<file path="src/rtl/regfile_write_arbiter.sv">
// regfile_write_arbiter: sole owner of the regfile write port.
// Optional buffered-result forwarding is enabled by defining MDWB_FWD_EN.
module regfile_write_arbiter #(
  parameter int          PEND_DEPTH = 2,
  parameter logic [31:0] EXC_MUL    = 32'd4,
  parameter logic [31:0] EXC_DIV    = 32'd5
) (
  input  logic        clock,
  input  logic        reset,
  input  logic        wb_we,
  input  logic [4:0]  wb_rd,
  input  logic [31:0] wb_data,
  input  logic        md_start,
  input  logic        md_is_div,
  input  logic [4:0]  md_rd,
  input  logic        md_RDY,
  input  logic [31:0] md_result,
  input  logic        md_exception,
  input  logic [4:0]  q_rs,
  input  logic [4:0]  q_rt,
  output logic        ctrl_writeEnable,
  output logic [4:0]  ctrl_writeReg,
  output logic [31:0] data_writeReg,
  output logic        wb_stall,
  output logic        md_busy,
  output logic        hazard,
  output logic        fwd_valid,
  output logic [31:0] fwd_data
);

  localparam int CW = $clog2(PEND_DEPTH + 1);

  logic [4:0]    b_rd   [PEND_DEPTH];
  logic [31:0]   b_data [PEND_DEPTH];
  logic [CW-1:0] count;
  logic          inflight;
  logic          if_div;
  logic [4:0]    if_rd;

  logic          full;
  logic          busy_raw;
  logic          win;
  logic [4:0]    win_rd;
  logic [31:0]   win_data;
  logic          pop;
  logic          push;
  logic          direct;
  int            push_idx;
  logic [4:0]    e_rd;
  logic [31:0]   e_data;
  logic          hit_rs;
  logic          hit_rt;
  logic          hz_if;
`ifdef MDWB_FWD_EN
  logic [31:0]   rs_d;
  logic [31:0]   rt_d;
`endif

  always_comb begin
    full     = count == CW'(PEND_DEPTH);
    busy_raw = inflight | full;
    e_rd     = md_exception ? 5'd30 : if_rd;
    e_data   = md_exception ? (if_div ? EXC_DIV : EXC_MUL) : md_result;
    win      = 1'b0;
    win_rd   = '0;
    win_data = '0;
    pop      = 1'b0;
    push     = 1'b0;
    direct   = 1'b0;
    if (full) begin
      win      = 1'b1;
      win_rd   = b_rd[0];
      win_data = b_data[0];
      pop      = 1'b1;
      push     = md_RDY;
    end else if (wb_we) begin
      win      = 1'b1;
      win_rd   = wb_rd;
      win_data = wb_data;
      push     = md_RDY;
    end else if (count != '0) begin
      win      = 1'b1;
      win_rd   = b_rd[0];
      win_data = b_data[0];
      pop      = 1'b1;
      push     = md_RDY;
    end else if (md_RDY) begin
      win      = 1'b1;
      win_rd   = e_rd;
      win_data = e_data;
      direct   = 1'b1;
    end
    push_idx         = int'(count) - int'(pop);
    ctrl_writeEnable = win & (win_rd != 5'd0) & ~reset;
    ctrl_writeReg    = ctrl_writeEnable ? win_rd : 5'd0;
    data_writeReg    = ctrl_writeEnable ? win_data : 32'd0;
    wb_stall         = full & wb_we & ~reset;
    md_busy          = busy_raw & ~reset;
  end

  // The head being written this cycle no longer counts as pending.
  always_comb begin
    hit_rs = 1'b0;
    hit_rt = 1'b0;
`ifdef MDWB_FWD_EN
    rs_d   = '0;
    rt_d   = '0;
`endif
    for (int i = 0; i < PEND_DEPTH; i++) begin
      if (i < int'(count) && !(pop && i == 0)) begin
        if (q_rs != 5'd0 && q_rs == b_rd[i]) begin
          hit_rs = 1'b1;
`ifdef MDWB_FWD_EN
          rs_d   = b_data[i];
`endif
        end
        if (q_rt != 5'd0 && q_rt == b_rd[i]) begin
          hit_rt = 1'b1;
`ifdef MDWB_FWD_EN
          rt_d   = b_data[i];
`endif
        end
      end
    end
    hz_if = inflight & ~direct &
            ((q_rs != 5'd0 && q_rs == if_rd) ||
             (q_rt != 5'd0 && q_rt == if_rd));
`ifdef MDWB_FWD_EN
    if (hit_rs) begin
      fwd_valid = ~reset;
      fwd_data  = reset ? 32'd0 : rs_d;
      hazard    = ~reset & (hz_if | (hit_rt & (q_rt != q_rs)));
    end else if (hit_rt) begin
      fwd_valid = ~reset;
      fwd_data  = reset ? 32'd0 : rt_d;
      hazard    = ~reset & hz_if;
    end else begin
      fwd_valid = 1'b0;
      fwd_data  = 32'd0;
      hazard    = ~reset & hz_if;
    end
`else
    fwd_valid = 1'b0;
    fwd_data  = 32'd0;
    hazard    = ~reset & (hz_if | hit_rs | hit_rt);
`endif
  end

  always_ff @(posedge clock) begin
    if (reset) begin
      count    <= '0;
      inflight <= 1'b0;
      if_rd    <= '0;
      if_div   <= 1'b0;
    end else begin
      count <= count + CW'(push) - CW'(pop);
      if (md_start && !busy_raw) begin
        inflight <= 1'b1;
        if_rd    <= md_rd;
        if_div   <= md_is_div;
      end else if (md_RDY) begin
        inflight <= 1'b0;
      end
    end
  end

  // Shift-register FIFO: slot 0 is always the oldest entry.
  always_ff @(posedge clock) begin
    for (int i = 0; i < PEND_DEPTH; i++) begin
      if (pop && i < PEND_DEPTH - 1) begin
        b_rd[i]   <= b_rd[i+1];
        b_data[i] <= b_data[i+1];
      end
      if (push && i == push_idx) begin
        b_rd[i]   <= e_rd;
        b_data[i] <= e_data;
      end
    end
  end

endmodule

</file>
<file path="config.mk">
export PLATFORM = sky130hd
export DESIGN_NAME = regfile_write_arbiter
export DESIGN_NICKNAME = d
export VERILOG_FILES = /design/src/rtl/regfile_write_arbiter.sv
export SDC_FILE = /design/constraint.sdc
export NUM_CORES = 1
export LEC_CHECK = 0
export ABC_AREA = 1
export ABC_CLOCK_PERIOD_IN_PS = 3800
export CORE_MARGIN = 2
export CORE_UTILIZATION = 29
export DETAILED_ROUTE_END_ITERATION = 10
export GPL_ROUTABILITY_DRIVEN = 0
export PLACE_DENSITY = 0.61
export SLEW_MARGIN = 5
export SYNTH_ARGS = -nofsm -noshare
export SYNTH_HDL_FRONTEND = slang
export SYNTH_SLANG_ARGS = --single-unit
</file>
<file path="constraint.sdc">
create_clock -name clock -period 3.8 [get_ports clock]
set_input_delay 0.38 -clock clock [delete_from_list [all_inputs] [get_ports clock]]
set_output_delay 0.38 -clock clock [all_outputs]
set_load 0.005 [all_outputs]
</file>
==> results.md, run 1 <==
- Status: finished, final reports clean
- HPWL after DPL: 10.6 mm
- WL final: 14.7 mm
- Cts bufs inserted: 9
- Clk slew on worst S/H paths: 0.06 ns
- Routed vias: 4516
- Maximum clock insertion buffer count: 2
- CP max stage delay: 0.61 ns
- Setup slack, reg-to-reg: 1.34 ns
- Cells after Synth: 645
- Std cell rows: 48
- Count of final hold-check violations: 0
- Crit path launch type: flip-flop
- Clk_skew: 0.00730 ns
- # setup viols final: 0
- Slowest stage cell on the critical path: dfxtp_1
- Setup repair bufs after CTS: 0
- Maximum net fanout on the critical path: 35
- Avg WL per Cell: 14.8 µm
- Number of global-route vias before repair: 4315
- Top Ports: 165
- Worst Path Buf+Inv: 2
- Post-synthesis average cell area: 8.00 µm²
- Worst-Skew Late Latency: 0.34 ns
- Final core occ: 39.3%
- Grt ovf: 0
- Starting DRT DRC Count: 239
- Final Non-Filler Cells: 995
- CTS resizes: 0
- Clock tree from TritonCTS: done
- CP endpoint kind: primary output
- GRT Resource Usage Total: 15.9%
- DR DRC count: 0
- Synthesized flop and latch total: 83
- DP Cell Count: 979
- Yosys warning total: 0
- Slew headroom: 33.3%
- Number of port buffers: 131
- RSZ-0062 raised after global routing: no
- Period minus WS final: 3.43 ns
- Number of library cell types mapped by synthesis: 28
- Critical path cell sequence: nand2_2, o21ai_0, inv_1, nand2_1, nand2_1, nor2_1, nand3_2, nand2_4, nor2_1, clkdlybuf4s50_1
- Layout area overhead: 32.2%
- Die footprint: 18900 µm²
- Vias/cell: 4.54
- Cts hold-fix bufs: 0
- Final nets: 859
- CTS sink count: 83
- Fmax: 292 MHz
- Htree depth: 3
- First-pass GRT wire length: 22.7 mm
- Least-Margin Pin Slew: 1.00 ns
- # diodes: 0
- WS Path Type: flip-flop to primary output
- Die height: 137 µm
- Data required, critical path: 3.42 ns
- Hold WC Path Type: flip-flop to flip-flop
- Largest delay contributor family on the critical path: simple AND/OR/NAND/NOR gates
- Crit path arrival time: 3.05 ns
- Initial Util: 29.7%
- Layout cells sized above 1: 6.88%
- Leak: 0.00297 µW
- Cell area power density: 580 nW/µm²
- Initial antenna violation count: 0
- 1st-pass router iterations: 4
- Final Max Tran Viols: 0
- Fin crit share: 90.2%
- # fillers: 1793
- Sequential share of the synthesized area: 46.5%
- Final Hold Slack: 0.482 ns
- Core area: 17400 µm²
- Die span in x: 137 µm
- CTS root buf: clkbuf_16
- Setup tns final: 0 ns
- Largest net degree at the start of global routing: 66
- Maximum vdd drop: 0.000310 V
- Number of max-cap violations: 0
- Post-route ant nets: 0
- Post-synthesis cell area: 5160 µm²
path summary, 6_finish.rpt:
| check | cells after the start | from | end |
|---|---|---|---|
| max | 10 | count[1]$_SDFF_PP0_ | data_writeReg[0] |
| min | 2 | if_div$_SDFFE_PP0P_ | if_div$_SDFFE_PP0P_ |
| max reg2reg | 7 | count[0]$_SDFF_PP0_ | b_data[0][39]$_DFFE_PP_ |
| min reg2reg | 2 | if_div$_SDFFE_PP0P_ | if_div$_SDFFE_PP0P_ |
cell usage after synthesis:
cell	instances	area [µm²]
nand2_1	167	627
inv_1	79	297
nor2_1	77	289
edfxtp_1	74	2220
o21ai_0	55	275
buf_4	34	255
a22oi_1	32	240
clkbuf_1	16	60.1
o21ai_1	16	80.1
o21ai_2	15	131
a21oi_1	11	55.1
nor3_1	11	55.1
buf_6	9	101
dfxtp_1	9	180
nand3_1	8	40.0
xor2_1	8	70.1
buf_2	4	20.0
inv_2	4	15.0
nand4_1	4	25.0
ha_1	3	37.5
nand2_4	2	22.5
a21boi_1	1	7.51
conb_1	1	3.75
nand3_2	1	10.0
nor2_4	1	11.3
nor3_4	1	16.3
or2_2	1	6.26
xnor2_1	1	8.76
flip-flops by register name, indices dropped and copies added (netlist names):
name / flops
b_data: 64
b_rd: 10
if_rd: 5
count: 2
if_div: 1
inflight: 1
area by class of cell:
class,count,area [µm²],area share [%]
flip-flops and latches,83,2400,35.2
multi-input cells,448,2150,31.5
repair buffers,140,1390,20.3
inverters,83,312,4.56
well taps,225,282,4.12
clock buffers,10,229,3.35
clock inverters,6,66.3,0.972
tightest hold or removal path: stages (launching register included):
cell	delay (ns)
dfxtp_1	0.29
inv_1	0.07
a21oi_1	0.07
report_power, final:
group	leakage (µW)	switching, µW	total [µW]	internal [µW]
clock network	0.000135	364	874	509
logic	0.00205	889	1530	637
registers	0.000783	163	1560	1400
total	0.00297	1420	3960	2540
cell usage in the layout (no fill, tap or decap), types with 2 or more instances in the layout:
cell type,n
clkdlybuf4s50_1,130
dfxtp_1,9
o21ai_1,16
inv_2,4
nand2_1,165
clkbuf_16,9
nor3_1,10
a21oi_1,11
o21ai_0,55
a22oi_1,32
clkinvlp_4,3
xor2_1,8
inv_1,79
nand3_1,8
edfxtp_1,74
nand2_2,2
nor2_1,77
conb_1,33
nand2_4,2
buf_4,8
nor3_4,2
nand4_1,4
o21ai_2,15
ha_1,3
logic make-up after synthesis:
logic type,share of synthesized area [%]
other cells,0.0726
xor+xnor,1.53
fa+ha+maj,0.727
flops,46.5
compound gates,15.3
simple gates,21.4
buf+inv,14.5
metal layers:
layer	track usage [%]	vias up	wire [µm]
li1	-	2285	-
met1	20.3	2067	6540
met2	26.9	153	7090
met3	3.64	11	915
met4	4.35	0	169
met5	0	-	0
per-stage QoR:
step	instance area, µm²	total power (µW)	worst slack (ns)
2_1_floorplan	5290	2480	0.864
5_1_grt	6830	4240	0.0865
4_1_cts	6830	4020	0.310
3_3_place_gp	6530	3110	0.526
6_report	6830	3960	0.373
3_5_place_dp	6530	3130	0.531
(Power assumes the default switching activity.)
==> inputs of run 2 (changes only) <==
--- a/config.mk
+++ b/config.mk
@@ -7,12 +7,14 @@
 export LEC_CHECK = 0
 export ABC_AREA = 1
 export ABC_CLOCK_PERIOD_IN_PS = 3800
+export CELL_PAD_IN_SITES_DETAIL_PLACEMENT = 0
+export CELL_PAD_IN_SITES_GLOBAL_PLACEMENT = 1
 export CORE_MARGIN = 2
 export CORE_UTILIZATION = 29
 export DETAILED_ROUTE_END_ITERATION = 10
 export GPL_ROUTABILITY_DRIVEN = 0
-export PLACE_DENSITY = 0.61
-export SLEW_MARGIN = 5
+export PLACE_DENSITY = 0.79
+export SLEW_MARGIN = 20
 export SYNTH_ARGS = -nofsm -noshare
 export SYNTH_HDL_FRONTEND = slang
 export SYNTH_SLANG_ARGS = --single-unit
==> results.md, run 2 (same netlist as run 1, synthesis figures left out) <==
- Status: finished, final reports clean
- GRT Resource Usage Total: 15.8% (-0.11 points)
- Layout cells sized above 1: 7.49% (+0.61 points)
- # diodes: 0 (unchanged)
- Least-Margin Pin Slew: 0.566 ns (-0.434 ns)
- Setup repair bufs after CTS: 0 (unchanged)
- Net Switching: 1450 µW (+2.4%)
- Post-route ant nets: 0 (unchanged)
- Worst-Skew Late Latency: 0.34 ns (about the same)
- Die span in x: 137 µm (unchanged)
- Clock tree from TritonCTS: done
- Clk_skew: 0.00708 ns (-0.000230 ns)
- Final Hold Slack: 0.454 ns (-0.0289 ns)
- Int Pwr: 2550 µW (+0.40%)
- Largest Register: b_data
- Cts bufs inserted: 9 (unchanged)
- Hold Path Origin: if_div$_SDFFE_PP0P_
- Maximum clock insertion buffer count: 2 (unchanged)
- Initial antenna violation count: 0 (unchanged)
- DR DRC count: 0 (unchanged)
- Data required, critical path: 3.42 ns (about the same)
- CP endpoint kind: primary output
- # setup viols final: 0 (unchanged)
- 1st-pass router iterations: 4 (unchanged)
- R2r startpoint: count[0]$_SDFF_PP0_
- Top Ports: 165 (unchanged)
- Final nets: 863 (+0.47%)
- WL final: 14.6 mm (-0.77%)
- Final Max Tran Viols: 0 (unchanged)
- Largest regs: b_data (64), b_rd (10), if_rd (5)
- Final core occ: 39.5% (+0.19 points)
- Core area: 17400 µm² (unchanged)
- Slew headroom: 62.2% (+29 points)
- Hold depth: 2 (unchanged)
- Fin crit share: 84.2% (-6.0 points)
- RSZ-0062 raised after global routing: no
- Number of port buffers: 131 (unchanged)
- CTS sink count: 83 (unchanged)
- Htree depth: 3 (unchanged)
- CTS root buf: clkbuf_16
- Worst hold path endpoint: if_div$_SDFFE_PP0P_
- Cells on worst reg2reg path: 7 (unchanged)
- Maximum vdd drop: 0.000256 V (-17%)
- Crit path arrival time: 2.82 ns (-0.23 ns)
- Clock share of power: 23.0% (+0.9 points)
- Initial Util: 29.7% (unchanged)
- Die footprint: 18900 µm² (unchanged)
- Avg WL per Cell: 14.6 µm (-1.2%)
- WS Path Type: input pin to primary output
- Starting DRT DRC Count: 255 (+6.7%)
- Period minus WS final: 3.20 ns (-0.227 ns)
- Cts hold-fix bufs: 0 (unchanged)
- Cell area power density: 584 nW/µm² (+0.63%)
- Commonest non-fill, non-tap cell in the layout: nand2_1
- First-pass GRT wire length: 22.6 mm (-0.30%)
- HPWL after DPL: 10.6 mm (-0.52%)
- Crit path launch type: input pin
- Max reg flops: 64 (unchanged)
- Routed vias: 4510 (-0.13%)
- Fmax: 313 MHz (+7.1%)
- Power Total: 4000 µW (+1.1%)
- Setup slack, reg-to-reg: 1.37 ns (+0.03 ns)
- RR Endpoint: b_data[0][45]$_DFFE_PP_
- Die height: 137 µm (unchanged)
- Layout area overhead: 32.8%
- Clk slew on worst S/H paths: 0.07 ns (about the same)
- CTS resizes: 0 (unchanged)
- Vias/cell: 4.51 (-0.53%)
- Leak: 0.00300 µW (+0.85%)
- Reg power frac: 39.0% (-0.4 points)
- Number of max-cap violations: 0 (unchanged)
- Largest net degree at the start of global routing: 36 (-45%)
- Combinational power share: 38.0% (-0.6 points)
- Setup tns final: 0 ns (unchanged)
- Grt ovf: 0 (unchanged)
- Hold WC Path Type: flip-flop to flip-flop
- Count of final hold-check violations: 0 (unchanged)
- Maximum net fanout on the critical path: 35 (unchanged)
- Number of global-route vias before repair: 4321 (+0.14%)
- Std cell rows: 48 (unchanged)
- Most frequent cells in the layout: nand2_1, clkdlybuf4s50_1, inv_1
- Switch share: 36.2% (+0.45 points)
==> run 2: cell types whose count changed in the layout (fill, tap and decap cells not counted) <==
cell	change
buf_4	+5
inv_8	+2
buf_12	-1
clkbuf_1	-1
clkinv_2	-1
clkinvlp_4	-1
inv_6	+1
==> run 2: power by group through the flow <==
stage / Sequential, µW / Clock, µW / Combinational (µW)
floorplan: 1500 / 0 / 980
finish: 1560 / 921 / 1520
global placement: 1570 / 0 / 1540
CTS: 1560 / 939 / 1550
global route: 1590 / 971 / 1710
detailed placement: 1580 / 0 / 1540
==> run 2: cell type report <==
type,instances,area [µm²]
clock buffers,9,225
clock inverters,7,85.1
fillers,1819,10500
inverters,83,312
multi-input cells,448,2150
flip-flops and latches,83,2400
well taps,225,282
repair buffers,144,1400
==> run 2: worst max path at each step <==
stage	startpoint	endpoint	slack, ns
finish	md_exception	data_writeReg[25]	0.60
global placement	md_RDY	data_writeReg[4]	0.51
detailed placement	md_RDY	data_writeReg[4]	0.57
floorplan	count[0]$_SDFF_PP0_	b_data[0][32]$_DFFE_PP_	0.86
CTS	count[1]$_SDFF_PP0_	data_writeReg[2]	0.52
global route	count[1]$_SDFF_PP0_	data_writeReg[0]	0.31
==> run 2: critical path, cell delays in order <==
cell and delay (ns):
clkdlybuf4s50_1 0.53, inv_2 0.32, nand2_1 0.15, nand2_1 0.13, nand2_1 0.06, a21boi_1 0.21
nand3_2 0.13, nand2_4 0.34, nor2_1 0.11, clkdlybuf4s50_1 0.46
==> run 2: per-stage QoR <==
step / setup slack, ns / instances / area, µm²
floorplan: 0.864 / 677 / 5290
global placement: 0.515 / 983 / 6550
detailed placement: 0.565 / 983 / 6550
CTS: 0.523 / 999 / 6860
global route: 0.309 / 999 / 6860
finish: 0.600 / 999 / 6860
==> run 2: per-layer routing <==
metal  vias to the layer above  GRT usage [%]  wire length (µm)
met4                         0           3.89               169
met5                         -              0                 0
met2                       120           27.0              7300
met1                      2086           20.1              6420
met3                        12           3.57               715
li1                       2292              -                 -
